File: config.mk
export PLATFORM = sky130hd
export DESIGN_NAME = if_id_stage
export DESIGN_NICKNAME = d
export VERILOG_FILES = /design/src/rtl/if_id_stage.sv
export SDC_FILE = /design/constraint.sdc
export NUM_CORES = 1
export LEC_CHECK = 0
export ABC_AREA = 1
export CORE_ASPECT_RATIO = 1.75
export CORE_MARGIN = 2
export CORE_UTILIZATION = 44
export CTS_CLUSTER_DIAMETER = 150
export CTS_CLUSTER_SIZE = 14
export DETAILED_ROUTE_END_ITERATION = 10
export PLACE_DENSITY = 0.93
export RECOVER_POWER = 100
export SLEW_MARGIN = 20
export SYNTH_ARGS = -nofsm -noshare
export SYNTH_HDL_FRONTEND = slang
export SYNTH_SLANG_ARGS = --single-unit
export TNS_END_PERCENT = 5
File: constraint.sdc
create_clock -name clk -period 2.1 [get_ports clk]
set_input_delay 0.42 -clock clk [delete_from_list [all_inputs] [get_ports clk]]
set_output_delay 0.42 -clock clk [all_outputs]
set_load 0.005 [all_outputs]
File: src/rtl/if_id_stage.sv
// Fetch PC register and IF/ID pipeline register for the five-stage MIPS core.
// Define IF_EXC_EN to enable the fetch address-error (AdEL) check.
module if_id_stage #(
  parameter logic [31:0] PC_RESET = 32'h0000_3000,
  parameter logic [31:0] IM_BASE  = 32'h0000_3000,
  parameter int unsigned IM_WORDS = 4096
) (
  input  logic        clk,
  input  logic        reset,
  input  logic        stall,
  input  logic        npc_sel,
  input  logic [31:0] npc,
  input  logic        flush_d,
  input  logic [31:0] instrF,
  output logic [31:0] pcF,
  output logic [31:0] instrD,
  output logic [31:0] pcD,
  output logic [31:0] pc8D,
  output logic        validD,
  output logic [4:0]  exccodeD
);

`ifdef IF_EXC_EN
  localparam bit EXC_EN = 1'b1;
`else
  localparam bit EXC_EN = 1'b0;
`endif

  localparam logic [4:0]  EXC_ADEL = 5'd4;
  // One bit wider so a memory ending exactly at 2^32 does not wrap to zero.
  localparam logic [32:0] IM_END   = {1'b0, IM_BASE} + (33'(IM_WORDS) << 2);

  logic        fetch_fault;
  logic [31:0] instr_load;
  logic [4:0]  exc_load;

  always_comb begin
    fetch_fault = EXC_EN && ((pcF[1:0] != 2'b00) ||
                             (pcF < IM_BASE) ||
                             ({1'b0, pcF} >= IM_END));
    instr_load  = fetch_fault ? '0 : instrF;
    exc_load    = fetch_fault ? EXC_ADEL : '0;
  end

  always_ff @(posedge clk) begin
    if (reset)        pcF <= PC_RESET;
    else if (stall)   pcF <= pcF;
    else if (npc_sel) pcF <= npc;
    else              pcF <= pcF + 32'd4;
  end

  always_ff @(posedge clk) begin
    if (reset || flush_d) begin
      instrD   <= '0;
      pcD      <= '0;
      validD   <= 1'b0;
      exccodeD <= '0;
    end else if (!stall) begin
      instrD   <= instr_load;
      pcD      <= pcF;
      validD   <= 1'b1;
      exccodeD <= exc_load;
    end
  end

  assign pc8D = pcD + 32'd8;

endmodule

==> results.toml, run 1 <==
[floorplan]
core_area_mm2 = 0.01145
rows = 52
die_area_mm2 = 0.01260
start_util_pct = 44.90
die_w_um = 85.71
ios = 203
fp.dieH_um = 147.0

[pwr]
p_int_mw = 3.377
switching_power_mw = 1.190
p_seq_share_pct = 44.4
p_leak_nw = 3.550
power_frac_clock_pct = 39.0
combPwrFrac_pct = 16.6
switching_share_pct = 26.05
power_density_mw_per_mm2 = 557.5
ir_drop_uv = 516.4

[worst_setup_path]
startpoint = "pcD[4]$_SDFFE_PP0N_"
critPathKind = "reg2out"
rr_startpoint = "pcF[3]$_SDFFE_PP0N_"
cp-start-kind = "flip-flop"
ff2ff_path_depth = 9
crit_path_end_kind = "output port"
r2r_slack_ns = 0.38
worstPathMaxFanout = 3
crit_required_ns = 1.68
arrival_ns = 1.91
r2r-end = "pcF[20]$_SDFFE_PP0N_"

[grt]
grtUsageTotal_pct = 27.98
grt_pass1_wl_um = 28060
grt_max_degree = 66
antenna_found_initial = 0
grt_pass1_vias = 5771
grt-ovfl-total = 0

[layout]
final_cell_area_mm2 = 0.008190
fillCellCount = 840
final_cell_mix = "188 x nand2_1, 106 x clkdlybuf4s50_1, 82 x a21oi_1, 82 x dfxtp_1, 77 x nor2_1"
fin_nets = 1078
drive_gt1_share_pct = 18.89
final_common_cell = "nand2_1"
multi_input_area_mm2 = 0.002974
diodes = 0
seq_area_mm2 = 0.001963
syn2layout_area_growth_pct = 59.31
utilization_pct = 71.53

[logic_synthesis]
netlist_area_mm2 = 0.005141
synth_ff_type = "dfxtp_1"
synth_async_sr_flop_share_pct = 0
netlist-cell-type-count = 35
synth_edf_count = 0
yosys_warnings = 0
synth_seq_cells = 97
synth.yosys.seq_area_share_pct = 37.77
synth_area_per_cell_um2 = 6.828
synthCells = 753

[timing]
finClkSkew_ns = 0.007134
drv_slew = 0
tightest_slew_ns = 0.7614
setup_viol = 14
rsz0062_at_grt = "yes"
max_freq_mhz = 429.7
min_period_ns = 2.327
hold_viol = 0
slew-limit-headroom_pct = 49.24
post-route-period-util_pct = 110.8
setup_tns_ns = -1.643
fin_ws_ns = -0.2274

[detailed_routing]
drc = 0
viasPerCell = 5.310
drtAntennaViolNets = 0
wirelength_um = 18530
vias = 6085
wire_per_inst_um = 16.17
dr.pass1.iters = 4
initialDrtViolationCount = 290

[cts]
clk_pin_slew_ns = 0.07
insertion_delay_ns = 0.35
htree_levels = 3
cts_made_buffers = 9
clockBufferDepth = 2
cts_sinks = 97
cts_tree = "done"
cts_root_buffer = "clkbuf_16"

[placement]
port-buffer-count = 197
dp_hpwl_um = 13550
pre_cts_slack_ns = -0.2304
place_area_mm2 = 0.007727
routabilityCongestion = 0.9047

[worst_hold_path]
hold_end = "instrD[18]$_SDFFE_PP0N_"
whs_path_depth = 2
hold_start = "instrD[18]$_SDFFE_PP0N_"
hold_class = "reg2reg"

[run_status]
status = "complete, but fails checks"
violations = "setup timing"

[job]
cap_violations = 0
per-layer routing:
metal / up-vias / wire [um] / global-route usage [%]
li1: 2962 / - / -
met3: 66 / 954 / 3.989
met4: 0 / 900 / 14.76
met2: 254 / 10020 / 51.72
met1: 2803 / 6660 / 29.88
met5: - / 0 / 0
layout make-up:
class,count,area share (%)
inverter,56,2.597
timing repair buffer,283,31.21
clock inverter,6,1.100
sequential,97,23.97
multi-input combinational,560,36.31
tap,135,2.062
clock buffer,9,2.750
synthesized netlist by cell type (2+ instances only):
| library cell | instances | area, um2 |
|---|---|---|
| a211oi_1 | 28 | 210.2 |
| a21oi_1 | 82 | 410.4 |
| a221oi_1 | 2 | 17.52 |
| a31oi_1 | 2 | 12.51 |
| and2_1 | 3 | 18.77 |
| buf_1 | 10 | 37.54 |
| buf_2 | 9 | 45.04 |
| buf_4 | 9 | 67.56 |
| clkbuf_1 | 16 | 60.06 |
| dfxtp_1 | 97 | 1942 |
| ha_1 | 2 | 25.02 |
| inv_1 | 56 | 210.2 |
| nand2_1 | 196 | 735.7 |
| nand2_2 | 4 | 25.02 |
| nand2_4 | 2 | 22.52 |
| nand3_1 | 42 | 210.2 |
| nand3b_1 | 4 | 30.03 |
| nand4_1 | 5 | 31.28 |
| nor2_1 | 83 | 311.6 |
| nor2_2 | 4 | 25.02 |
| nor2_4 | 9 | 101.4 |
| nor3_1 | 14 | 70.07 |
| nor3b_1 | 2 | 15.01 |
| o21ai_0 | 35 | 175.2 |
| or2_2 | 3 | 18.77 |
| xnor2_1 | 8 | 70.07 |
| xor2_1 | 18 | 157.7 |
power by group through the flow:
stage                     clock network [mW]  registers, mW  logic (mW)
final                                   1.78           2.03       0.759
after global routing                    1.87           2.04       0.817
after CTS                               1.80           2.03       0.777
after detailed placement                   0           2.07       0.777
after global placement                     0           2.06       0.761
after floorplan                            0           2.06       0.293
cell families after synthesis:
family	synth area share, %
and+or+nand+nor	32.59
AOI/OAI and AO/OA	16.48
buffers and inverters	8.177
DFF	37.77
xor gates and xnor gates	4.429
adders and majority gates	0.4867
other	0.07294
sequential cells by signal, indices dropped and copies added, names as in the netlist:
register,count
instrD,32
pcD,32
pcF,32
validD,1
metrics by stage:
stage / hold WS [ns] / power, mW / std cells
detailed placement: 0.4560 / 2.843 / 1126
CTS: 0.4658 / 4.603 / 1147
floorplan: 0.4527 / 2.352 / 757
finish: 0.4626 / 4.566 / 1146
global placement: 0.4426 / 2.822 / 1126
global route: 0.4751 / 4.723 / 1146
what timing repair did:
action,CTS,global route
cloned,0,0
gates resized for setup,119,24
hold buffers,0,0
pin swaps,18,14
buffers inserted,6,0
endpoints found under the setup margin,27,25
worst max-delay path by stage:
stage / end / slack, ns / cells past startpoint
after floorplan: pc8D[23] / 0.32 / 7
after global placement: pc8D[17] / -0.21 / 8
after detailed placement: pc8D[19] / -0.23 / 8
after CTS: pc8D[17] / -0.21 / 9
after global routing: pc8D[19] / -0.33 / 8
final: pc8D[21] / -0.23 / 9
worst max-delay path, stage by stage, from the launching register on:
cell and delay (ns):
dfxtp_2 0.35, ha_4 0.15, nand2_4 0.06, nor3_4 0.23
nand2_2 0.12, nor2_4 0.11, buf_4 0.12, nand2_1 0.06
xnor2_1 0.14, clkdlybuf4s15_2 0.22
Power figures use the tool's default switching activity.
==> inputs of run 2 (changes only) <==
--- a/config.mk
+++ b/config.mk
@@ -12,7 +12,7 @@
 export CTS_CLUSTER_DIAMETER = 150
 export CTS_CLUSTER_SIZE = 14
 export DETAILED_ROUTE_END_ITERATION = 10
-export PLACE_DENSITY = 0.93
+export PLACE_DENSITY = 0.81
 export RECOVER_POWER = 100
 export SLEW_MARGIN = 20
 export SYNTH_ARGS = -nofsm -noshare
==> constraint.sdc (replaced) <==
create_clock -name clk -period 2.3 [get_ports clk]
set_input_delay 0.46 -clock clk [delete_from_list [all_inputs] [get_ports clk]]
set_output_delay 0.46 -clock clk [all_outputs]
set_load 0.005 [all_outputs]
==> run 2 against run 1 <==
Against the previous run: the run still ends with setup timing left; sequential cell count is the same; non-clock buffer count shrank 32; final cell count shrank 2.7%; first-iteration DRC count shrank 22%; sequential power shrank 9%; clock power shrank 19%; clock-buffer cell count is the same.
==> results.toml, run 2 (synthesized netlist as in run 1, its figures left out) <==
[placement]
dp.cells = 1095
routabilityCongestion = 0.9545
port-buffer-count = 197
dp_hpwl_um = 12600
pre_cts_slack_ns = -0.04202

[worst_setup_path]
r2r_slack_ns = 0.61
cpPeakStageDelay_ns = 0.49
crit_path_end_kind = "output port"
path_cells = "inv_1 -> nor3_2 -> buf_4 -> nand2_1 -> nor3b_2 -> nand3b_1 -> nand2_1 -> clkdlybuf4s50_1"
cp_slowest_cell = "clkdlybuf4s50_1"
crit_required_ns = 1.84
arrival_ns = 1.97
cpMostUsedCell = "nand2_1"
worstPathMaxFanout = 3
cp-start-kind = "flip-flop"
critPathKind = "reg2out"

[cts]
insertion_delay_ns = 0.34
cts_sinks = 97
clockBufferDepth = 2
cts_root_buffer = "clkbuf_16"
clk_pin_slew_ns = 0.07
cts_made_buffers = 9
cts_tree = "done"
htree_levels = 3
ctsHoldBuffers = 0

[pwr]
switching_share_pct = 27.55
combPwrFrac_pct = 16.7
p_leak_nw = 3.375
p_seq_share_pct = 46.7
p_int_mw = 2.875
ir_drop_uv = 389.9
switching_power_mw = 1.093
total_power_mw = 3.968
power_density_mw_per_mm2 = 502.1
power_frac_clock_pct = 36.5

[timing]
hold_viol = 0
fin_hold_ws_ns = 0.4515
min_period_ns = 2.435
setup_viol = 4
rsz0062_at_grt = "yes"
max_freq_mhz = 410.7
fin_ws_ns = -0.1347
finClkSkew_ns = 0.008631
tightest_slew_ns = 0.8574
slew-limit-headroom_pct = 42.84
drv_slew = 0
post-route-period-util_pct = 105.9

[detailed_routing]
wirelength_um = 16720
wl_met1_um = 6423
highest_layer = "met4"
drtAntennaViolNets = 0
dr_wl_met2_um = 8894
viasPerCell = 5.166
vias = 5760
dr.pass1.iters = 5
wl_met3_um = 753
wire_per_inst_um = 15.00
drc = 0
initialDrtViolationCount = 226

[run_status]
status = "complete, but fails checks"
violations = "setup timing"

[grt]
grt-ovfl-total = 0
grt_pass1_wl_um = 26320
grtUsageTotal_pct = 25.97
grt_max_degree = 73
antenna_found_initial = 0
grt_pass1_vias = 5503

[floorplan]
ios = 203
die_area_mm2 = 0.01260
die_w_um = 85.71
core_area_mm2 = 0.01145
rows = 52
fp.dieH_um = 147.0
start_util_pct = 44.90

[worst_hold_path]
hold_class = "reg2reg"

[layout]
fin_nets = 1046
stdcell_count = 1115
reg_top3 = "instrD: 32 flops, pcD: 32 flops, pcF: 32 flops"
utilization_pct = 69.01
fillCellCount = 966
final_common_cell = "nand2_1"
drive_gt1_share_pct = 14.08
syn2layout_area_growth_pct = 53.71
final_cell_mix = "191 x nand2_1, 122 x clkdlybuf4s50_1, 83 x dfxtp_1"
diodes = 0

[job]
cap_violations = 0
## run 2: cell types whose count changed in the layout (fill, tap and decap cells not counted), moves of 5 or more
cell and change:
buf_4 -30, dlygate4sd3_1 -13, clkdlybuf4s50_1 +16, buf_2 -13, dlymetal6s2s_1 +5, clkbuf_2 +5
dlygate4sd2_1 +5
## run 2: critical path, delay by kind of cell, from the launching register on
family	cells	cell delay, ns
buffers and inverters	3	0.71
DFF	1	0.34
and+or+nand+nor	5	0.60
## run 2: area by class of cell
type | count | area (um2) | area share [%]
Clock buffer | 9 | 225.2 | 2.850
Sequential cell | 97 | 1962 | 24.83
Multi-Input combinational cell | 560 | 2910 | 36.83
Timing Repair Buffer | 251 | 2366 | 29.94
Tap cell | 135 | 168.9 | 2.137
Clock inverter | 7 | 60.06 | 0.7600
Inverter | 56 | 210.2 | 2.660
## run 2: power by group through the flow
stage / clock (mW) / sequential, mW / combinational (mW)
after global routing: 1.53 / 1.87 / 0.726
after global placement: 0 / 1.89 / 0.677
final: 1.45 / 1.85 / 0.663
after detailed placement: 0 / 1.89 / 0.683
after floorplan: 0 / 1.88 / 0.267
after CTS: 1.47 / 1.85 / 0.680
## run 2: stage by stage
step                 TNS, ns  area, um2
floorplan                  0       5156
global placement    -0.04621       7482
global route          -1.422       7903
detailed placement   -0.1168       7482
CTS                   -1.012       7870
finish               -0.4621       7903
## run 2: routing by layer
layer / up-vias / GRT usage [%]
met5: - / 0
met4: 0 / 12.78
met3: 46 / 3.202
met2: 198 / 46.80
met1: 2603 / 29.54
li1: 2913 / -
## run 2: final timing paths
check | from | cells after the start | end
worst max-delay path | pcD[11]$_SDFFE_PP0N_ | 8 | pc8D[27]
worst min-delay path | instrD[13]$_SDFFE_PP0N_ | 2 | instrD[13]$_SDFFE_PP0N_
worst max register to register | pcF[3]$_SDFFE_PP0N_ | 9 | pcF[28]$_SDFFE_PP0N_
worst min register to register | instrD[13]$_SDFFE_PP0N_ | 2 | instrD[13]$_SDFFE_PP0N_
## run 2: timing repair
action,in CTS,in global routing
cloned,0,0
setup buffers,3,1
pin swaps,7,6
setup endpoints to repair,24,21
gates resized for setup,53,28
